File: src/rtl/wb_pkg.sv
// Shared types and constants for the writeback unit.
//   XLEN     : datapath width
//   REG_AW   : register index width
//   wb_src_t : which source feeds the output stage this cycle
//   wb_req_t : one pending register write (index, value, CSR flag)
package wb_pkg;

  localparam int XLEN   = 32;
  localparam int REG_AW = 5;

  typedef enum logic [1:0] {
    NONE = 2'd0,
    BUF  = 2'd1,
    EX   = 2'd2,
    LD   = 2'd3
  } wb_src_t;

  typedef struct packed {
    logic [REG_AW-1:0] rd;
    logic [XLEN-1:0]   data;
    logic              csr;
  } wb_req_t;

endpackage

File: src/rtl/writeback_unit_if.sv
// Handshake bundle between the execute / load-store stages and the
// writeback unit.
//   ex_valid/ex_ready/ex_rd/ex_result/ex_csr : execute result channel
//   ld_valid/ld_ready/ld_rd/ld_data          : load response channel
// master = producer side (execute + LSU), slave = writeback unit.
interface writeback_unit_if #(
  parameter int XLEN = 32
) ();

  logic            ex_valid;
  logic            ex_ready;
  logic [4:0]      ex_rd;
  logic [XLEN-1:0] ex_result;
  logic            ex_csr;

  logic            ld_valid;
  logic            ld_ready;
  logic [4:0]      ld_rd;
  logic [XLEN-1:0] ld_data;

  modport master (
    output ex_valid, ex_rd, ex_result, ex_csr,
    input  ex_ready,
    output ld_valid, ld_rd, ld_data,
    input  ld_ready
  );

  modport slave (
    input  ex_valid, ex_rd, ex_result, ex_csr,
    output ex_ready,
    input  ld_valid, ld_rd, ld_data,
    output ld_ready
  );

endinterface

File: src/rtl/wb_scoreboard.sv
// Busy-bit scoreboard of destination registers with outstanding loads.
//   clk, rst        : clock, synchronous active-high reset
//   iss_load_i/rd_i : a load is issuing; marks its destination busy
//   clr_valid_i/rd_i: a load result enters the output stage; clears busy
//   dec_rs1/rs2/rd_i: decode-stage indices to look up
//   dec_hazard_o    : any looked-up index is busy (x0 never busy)
module wb_scoreboard #(
  parameter int NREGS  = 32,
  parameter int REG_AW = 5
) (
  input  logic              clk,
  input  logic              rst,
  input  logic              iss_load_i,
  input  logic [REG_AW-1:0] iss_rd_i,
  input  logic              clr_valid_i,
  input  logic [REG_AW-1:0] clr_rd_i,
  input  logic [REG_AW-1:0] dec_rs1_i,
  input  logic [REG_AW-1:0] dec_rs2_i,
  input  logic [REG_AW-1:0] dec_rd_i,
  output logic              dec_hazard_o
);

  logic [NREGS-1:0] busy_q;
  logic [NREGS-1:0] busy_d;

  // Next busy vector: clear first so a same-index set (newer load) wins.
  always_comb begin
    busy_d = busy_q;
    if (clr_valid_i) begin
      busy_d[clr_rd_i] = 1'b0;
    end else begin
      busy_d = busy_d;
    end
    if (iss_load_i && (iss_rd_i != '0)) begin
      busy_d[iss_rd_i] = 1'b1;
    end else begin
      busy_d = busy_d;
    end
  end

  // Busy-bit register.
  always_ff @(posedge clk) begin
    if (rst) begin
      busy_q <= '0;
    end else begin
      busy_q <= busy_d;
    end
  end

  // Hazard lookup; x0 is masked because it is never a real dependency.
  always_comb begin
    dec_hazard_o = ((dec_rs1_i != '0) && busy_q[dec_rs1_i]) |
                   ((dec_rs2_i != '0) && busy_q[dec_rs2_i]) |
                   ((dec_rd_i  != '0) && busy_q[dec_rd_i]);
  end

endmodule

File: src/rtl/writeback_unit.sv
// Writeback arbiter owning the register file write port.
// Merges execute results and load responses into one registered write
// stream; a load colliding with an execute result is parked in a
// one-entry buffer and written the following cycle.
//   clk, rst              : clock, synchronous active-high reset
//   wb (slave)            : execute / load handshake channels
//   iss_load, iss_rd      : issuing load, marks destination busy
//   dec_rs1/rs2/rd        : decode indices; dec_hazard = stall request
//   reg_write, csr_write_enable, rd, result : registered regfile write
// Optional feature macro: WB_SCOREBOARD_EN compiles in the busy-bit
// scoreboard; without it dec_hazard is tied low.
module writeback_unit #(
  parameter int XLEN  = wb_pkg::XLEN,
  parameter int NREGS = 32
) (
  input  logic                      clk,
  input  logic                      rst,
  writeback_unit_if.slave           wb,
  input  logic                      iss_load,
  input  logic [wb_pkg::REG_AW-1:0] iss_rd,
  input  logic [wb_pkg::REG_AW-1:0] dec_rs1,
  input  logic [wb_pkg::REG_AW-1:0] dec_rs2,
  input  logic [wb_pkg::REG_AW-1:0] dec_rd,
  output logic                      dec_hazard,
  output logic                      reg_write,
  output logic                      csr_write_enable,
  output logic [wb_pkg::REG_AW-1:0] rd,
  output logic [XLEN-1:0]           result
);

  import wb_pkg::*;

  wb_src_t           src_s;
  wb_req_t           sel_s;
  wb_req_t           buf_q, buf_d;
  logic              buf_full_q, buf_full_d;
  logic              reg_write_q, reg_write_d;
  logic              csr_we_q, csr_we_d;
  logic [REG_AW-1:0] rd_q, rd_d;
  logic [XLEN-1:0]   result_q, result_d;
  logic              clr_valid_s;
  logic [REG_AW-1:0] clr_rd_s;

  // Both inputs stall while the buffer drains.
  assign wb.ex_ready = ~buf_full_q;
  assign wb.ld_ready = ~buf_full_q;

  // Source priority: buffered load, execute result, fresh load.
  always_comb begin
    src_s = NONE;
    if (buf_full_q) begin
      src_s = BUF;
    end else if (wb.ex_valid) begin
      src_s = EX;
    end else if (wb.ld_valid) begin
      src_s = LD;
    end else begin
      src_s = NONE;
    end
  end

  // Selected request for the output stage.
  always_comb begin
    sel_s = '{rd: '0, data: '0, csr: 1'b0};
    case (src_s)
      BUF:     sel_s = buf_q;
      EX:      sel_s = '{rd: wb.ex_rd, data: wb.ex_result, csr: wb.ex_csr};
      LD:      sel_s = '{rd: wb.ld_rd, data: wb.ld_data, csr: 1'b0};
      default: sel_s = '{rd: '0, data: '0, csr: 1'b0};
    endcase
  end

  // Next-state for buffer and output stage.
  always_comb begin
    buf_d      = buf_q;
    buf_full_d = 1'b0;
    if (!buf_full_q && wb.ex_valid && wb.ld_valid) begin
      // Execute wins the collision; park the load for next cycle.
      buf_full_d = 1'b1;
      buf_d      = '{rd: wb.ld_rd, data: wb.ld_data, csr: 1'b0};
    end else begin
      buf_full_d = 1'b0;
    end

    reg_write_d = (src_s != NONE) && !sel_s.csr;
    csr_we_d    = (src_s != NONE) && sel_s.csr;
    if (src_s != NONE) begin
      rd_d     = sel_s.rd;
      result_d = sel_s.data;
    end else begin
      rd_d     = rd_q;
      result_d = result_q;
    end

    clr_valid_s = (src_s == BUF) || (src_s == LD);
    clr_rd_s    = sel_s.rd;
  end

  // Buffer and output stage registers.
  always_ff @(posedge clk) begin
    if (rst) begin
      buf_full_q  <= 1'b0;
      buf_q       <= '{rd: '0, data: '0, csr: 1'b0};
      reg_write_q <= 1'b0;
      csr_we_q    <= 1'b0;
      rd_q        <= '0;
      result_q    <= '0;
    end else begin
      buf_full_q  <= buf_full_d;
      buf_q       <= buf_d;
      reg_write_q <= reg_write_d;
      csr_we_q    <= csr_we_d;
      rd_q        <= rd_d;
      result_q    <= result_d;
    end
  end

  assign reg_write        = reg_write_q;
  assign csr_write_enable = csr_we_q;
  assign rd               = rd_q;
  assign result           = result_q;

`ifdef WB_SCOREBOARD_EN
  wb_scoreboard #(
    .NREGS  (NREGS),
    .REG_AW (REG_AW)
  ) u_scoreboard (
    .clk          (clk),
    .rst          (rst),
    .iss_load_i   (iss_load),
    .iss_rd_i     (iss_rd),
    .clr_valid_i  (clr_valid_s),
    .clr_rd_i     (clr_rd_s),
    .dec_rs1_i    (dec_rs1),
    .dec_rs2_i    (dec_rs2),
    .dec_rd_i     (dec_rd),
    .dec_hazard_o (dec_hazard)
  );
`else
  // Interlocking is left to decode; these inputs have no effect.
  logic unused_sb_s;
  assign unused_sb_s = ^{iss_load, iss_rd, dec_rs1, dec_rs2, dec_rd,
                         clr_valid_s, clr_rd_s};
  assign dec_hazard  = 1'b0;
`endif

endmodule

File: src/flat_wrapper.sv
// flat-port wrapper written by rule: the top's interface ports become plain ports
module writeback_unit_flat import wb_pkg::*;
#(
  parameter int XLEN  = wb_pkg::XLEN,
  parameter int NREGS = 32
)
  (clk, rst, iss_load, iss_rd, dec_rs1, dec_rs2, dec_rd, dec_hazard, reg_write, csr_write_enable, rd, result, wb_ex_valid, wb_ex_rd, wb_ex_result, wb_ex_csr, wb_ex_ready, wb_ld_valid, wb_ld_rd, wb_ld_data, wb_ld_ready);
  writeback_unit_if #(.XLEN(XLEN)) wb_i ();
  input  logic clk;
  input  logic rst;
  input  logic iss_load;
  input  logic [wb_pkg::REG_AW-1:0] iss_rd;
  input  logic [wb_pkg::REG_AW-1:0] dec_rs1;
  input  logic [wb_pkg::REG_AW-1:0] dec_rs2;
  input  logic [wb_pkg::REG_AW-1:0] dec_rd;
  output logic dec_hazard;
  output logic reg_write;
  output logic csr_write_enable;
  output logic [wb_pkg::REG_AW-1:0] rd;
  output logic [XLEN-1:0] result;
  input wire logic [$bits(wb_i.ex_valid)-1:0] wb_ex_valid;
  input wire logic [$bits(wb_i.ex_rd)-1:0] wb_ex_rd;
  input wire logic [$bits(wb_i.ex_result)-1:0] wb_ex_result;
  input wire logic [$bits(wb_i.ex_csr)-1:0] wb_ex_csr;
  output wire logic [$bits(wb_i.ex_ready)-1:0] wb_ex_ready;
  input wire logic [$bits(wb_i.ld_valid)-1:0] wb_ld_valid;
  input wire logic [$bits(wb_i.ld_rd)-1:0] wb_ld_rd;
  input wire logic [$bits(wb_i.ld_data)-1:0] wb_ld_data;
  output wire logic [$bits(wb_i.ld_ready)-1:0] wb_ld_ready;
  assign wb_i.ex_valid = wb_ex_valid;
  assign wb_i.ex_rd = wb_ex_rd;
  assign wb_i.ex_result = wb_ex_result;
  assign wb_i.ex_csr = wb_ex_csr;
  assign wb_ex_ready = wb_i.ex_ready;
  assign wb_i.ld_valid = wb_ld_valid;
  assign wb_i.ld_rd = wb_ld_rd;
  assign wb_i.ld_data = wb_ld_data;
  assign wb_ld_ready = wb_i.ld_ready;
  writeback_unit #(.XLEN(XLEN), .NREGS(NREGS)) u_core (.clk(clk), .rst(rst), .wb(wb_i), .iss_load(iss_load), .iss_rd(iss_rd), .dec_rs1(dec_rs1), .dec_rs2(dec_rs2), .dec_rd(dec_rd), .dec_hazard(dec_hazard), .reg_write(reg_write), .csr_write_enable(csr_write_enable), .rd(rd), .result(result));
endmodule
File: config.mk
export PLATFORM = sky130hd
export DESIGN_NAME = writeback_unit_flat
export DESIGN_NICKNAME = d
export VERILOG_FILES = /design/src/rtl/wb_pkg.sv /design/src/rtl/writeback_unit_if.sv /design/src/rtl/wb_scoreboard.sv /design/src/rtl/writeback_unit.sv /design/src/flat_wrapper.sv
export SDC_FILE = /design/constraint.sdc
export NUM_CORES = 1
export LEC_CHECK = 0
export BUFFER_PORTS_ARGS = -buffer_cell sky130_fd_sc_hd__buf_2
export CAP_MARGIN = 20
export CORE_MARGIN = 2
export CORE_UTILIZATION = 29
export DETAILED_ROUTE_END_ITERATION = 16
export HOLD_SLACK_MARGIN = 0.1
export MAX_ROUTING_LAYER = met4
export SLEW_MARGIN = 10
export SYNTH_ARGS = -nofsm -noshare
export SYNTH_HDL_FRONTEND = slang
export SYNTH_SLANG_ARGS = --single-unit
File: constraint.sdc
create_clock -name clk -period 2.25 [get_ports clk]
set_input_delay 0.45 -clock clk [delete_from_list [all_inputs] [get_ports clk]]
set_output_delay 0.45 -clock clk [all_outputs]
set_load 0.03 [all_outputs]
==> impl_metrics.ini <==
[cts]
numCtsBuffers = 9
clk_pin_slew_ps = 60
cts_tree = built
cts.sinks = 77
hold_buffers = 0
clk_latency_ps = 330
clockBufferDepth = 2
htreeDepth = 3
post_cts_buffers = 0
cts_root_buffer = clkbuf_16
cts_resized = 0

[timing]
fin_crit_sh = 0.747
slew_violations = 0
finalSetupViolCount = 0
worst_pin_slew_ps = 799
clock_skew_ps = 4.24
tns_ps = 0
slew-limit-headroom = 0.467
max_freq_ghz = 0.595
hold_violations = 0
post-route-min-period_ps = 1680
rsz0062_at_grt = false

[global_route]
antenna_found_initial = 0
grt_pass1_vias = 2813
grt_usage = 0.140
overflow = 0
grt_pass1_wl_mm = 12.9
grt_max_degree = 78

[die]
die_w_um = 110
row_count = 38
initial_core_util = 0.300
die-area_sq_um = 12200
fp.coreArea_sq_um = 10900
die_h_um = 110
io_pins = 142

[logic_synthesis]
yosysSeqAreaShare = 0.470
synth_top_cell_area_share = 0.470
syn-cell-area_sq_um = 3280
syn_inst = 386
syn_area_per_cell_sq_um = 8.50
ys_types = 24
yosysTopAreaCell = dfxtp_1
synth_nets = 486
yosysWarnings = 0
synth.ff_latch_count = 77
synth_area_leaders = dfxtp_1 (47%), nand2_1 (8.6%), nor2_1 (8.6%)

[min_path]
hold_depth = 3
min_from = wb_ld_data[14]
worstHoldEndpoint = u_core.buf_q[15]
hold_path.class = in2reg

[layout]
finalInstanceArea_sq_um = 4140
layout_commonest_cell = buf_2
layout.nets = 586
fin_cells = 630
most-common-layout-cells = buf_2 (119), dfxtp_1 (77), nor2_1 (75), nand2_1 (75), a21oi_1 (38)
fillers = 1149
antenna_cells = 0
layout-drive-gt1-share = 0.308
syn2layout_area_growth_pct = 26.2

[routing]
first_pass_iters = 4
ant_nets = 0
drt_iter0_markers = 147
num_vias = 3056
via_per_inst = 4.85
finalWirelength_mm = 8.43
post_drt_wl_per_cell_um = 13.4
drc_errors = 0

[placed_design]
io_buffers = 119
placed_area_sq_um = 3840
hpwl_mm = 5.65
dp.cells = 615
gp_congestion = 0.740

[setup_path]
crit_path_end_kind = flop
arrival_ps = 1880
r2r_cells = 3
crit_chain = or3_2 > nor2_1 > a2111oi_1
path_class = reg2reg
crit_fanout = 37
worst_setup_path_start_kind = flop
worstPathRequired_ps = 2450
r2r_start = u_core.buf_full_q
slowest_delay_ps = 670
r2r_setup_slack_ps = 570
slowest_stage = or3_2
rr_endpoint = u_core.result[3]

[power]
leakage_uw = 0.00181
powerDensity_nw_per_um2 = 843
peakVddDrop_v = 0.000557
power_uw = 3490

[run]
max_cap_viol_count = 0

[outcome]
status = finished clean
==> metal layers <==
| layer | vias to the layer above | GRT usage | share of wire |
|---|---|---|---|
| met5 | - | - | 0 |
| met4 | 0 | 0.0536 | 0.014 |
| met3 | 9 | 0.0423 | 0.055 |
| met2 | 79 | 0.240 | 0.49 |
| met1 | 1404 | 0.153 | 0.44 |
| li1 | 1564 | - | - |
==> worst max path at each step <==
stage | startpoint | to | slack, ps | cells after the start
floorplan | u_core.buf_full_q | wb_ld_ready | 450 | 4
global placement | wb_ex_valid | u_core.rd[1] | 360 | 4
detailed placement | wb_ex_valid | u_core.result[23] | 320 | 4
CTS | u_core.buf_full_q | u_core.result[2] | 550 | 3
global route | u_core.buf_full_q | u_core.result[29] | 400 | 3
finish | u_core.buf_full_q | u_core.result[3] | 570 | 3
==> worst max-delay path, delay by kind of cell, from the launching register on <==
| family | cells | cell delay (ps) |
|---|---|---|
| AND/OR/NAND/NOR | 2 | 760 |
| AO/OA/AOI/OAI | 1 | 400 |
| flip-flops | 1 | 390 |
==> state kept, by name, summed over array words and instances (netlist names) <==
signal,cells
u_core.buf_q,37
u_core.buf_full_q,1
u_core.csr_write_enable,1
u_core.result,32
u_core.reg_write,1
u_core.rd,5
==> metrics by stage <==
stage / hold slack, ps / worst slack (ps) / util
floorplan: 437 / 446 / -
global placement: 443 / 364 / 0.351
detailed placement: 447 / 315 / 0.351
CTS: 349 / 548 / 0.379
global route: 367 / 399 / 0.379
finish: 369 / 569 / 0.379
==> synthesized netlist by cell type <==
cell / count
buf_4: 3
o22ai_1: 37
clkbuf_1: 12
buf_6: 7
buf_12: 3
clkdlybuf4s50_2: 1
or3_2: 1
clkbuf_8: 4
dfxtp_1: 77
nor2_1: 75
a2111oi_0: 7
inv_1: 2
buf_1: 1
buf_2: 7
o21ai_0: 1
nand2_1: 75
and3b_2: 1
nor4b_1: 1
a2111oi_2: 5
a21oi_1: 38
nand3b_1: 1
a2111oi_1: 25
nand2b_1: 1
conb_1: 1
==> area by class of cell <==
class                           count  area, sq um  area share
Sequential cell                    77         1540       0.372
Clock inverter                      4         47.5      0.0115
Clock buffer                       11          253      0.0610
Timing Repair Buffer              127          693       0.167
Inverter                            2         7.51     0.00181
Tap cell                          140          175      0.0423
Multi-Input combinational cell    269         1420       0.344
==> kinds of logic after synthesis <==
group	after synthesis	share of synthesized area
buf+inv	40	0.0973
compound gates	113	0.248
simple gates	155	0.184
other cells	1	0.00114
flops	77	0.470
==> where the power goes <==
group          internal, uW  switching, uW  total [uW]
Combinational           198            347         545
Sequential             1460           43.8        1500
Clock                   908            534        1440
Note: power is estimated with default switching activity, not from simulation.
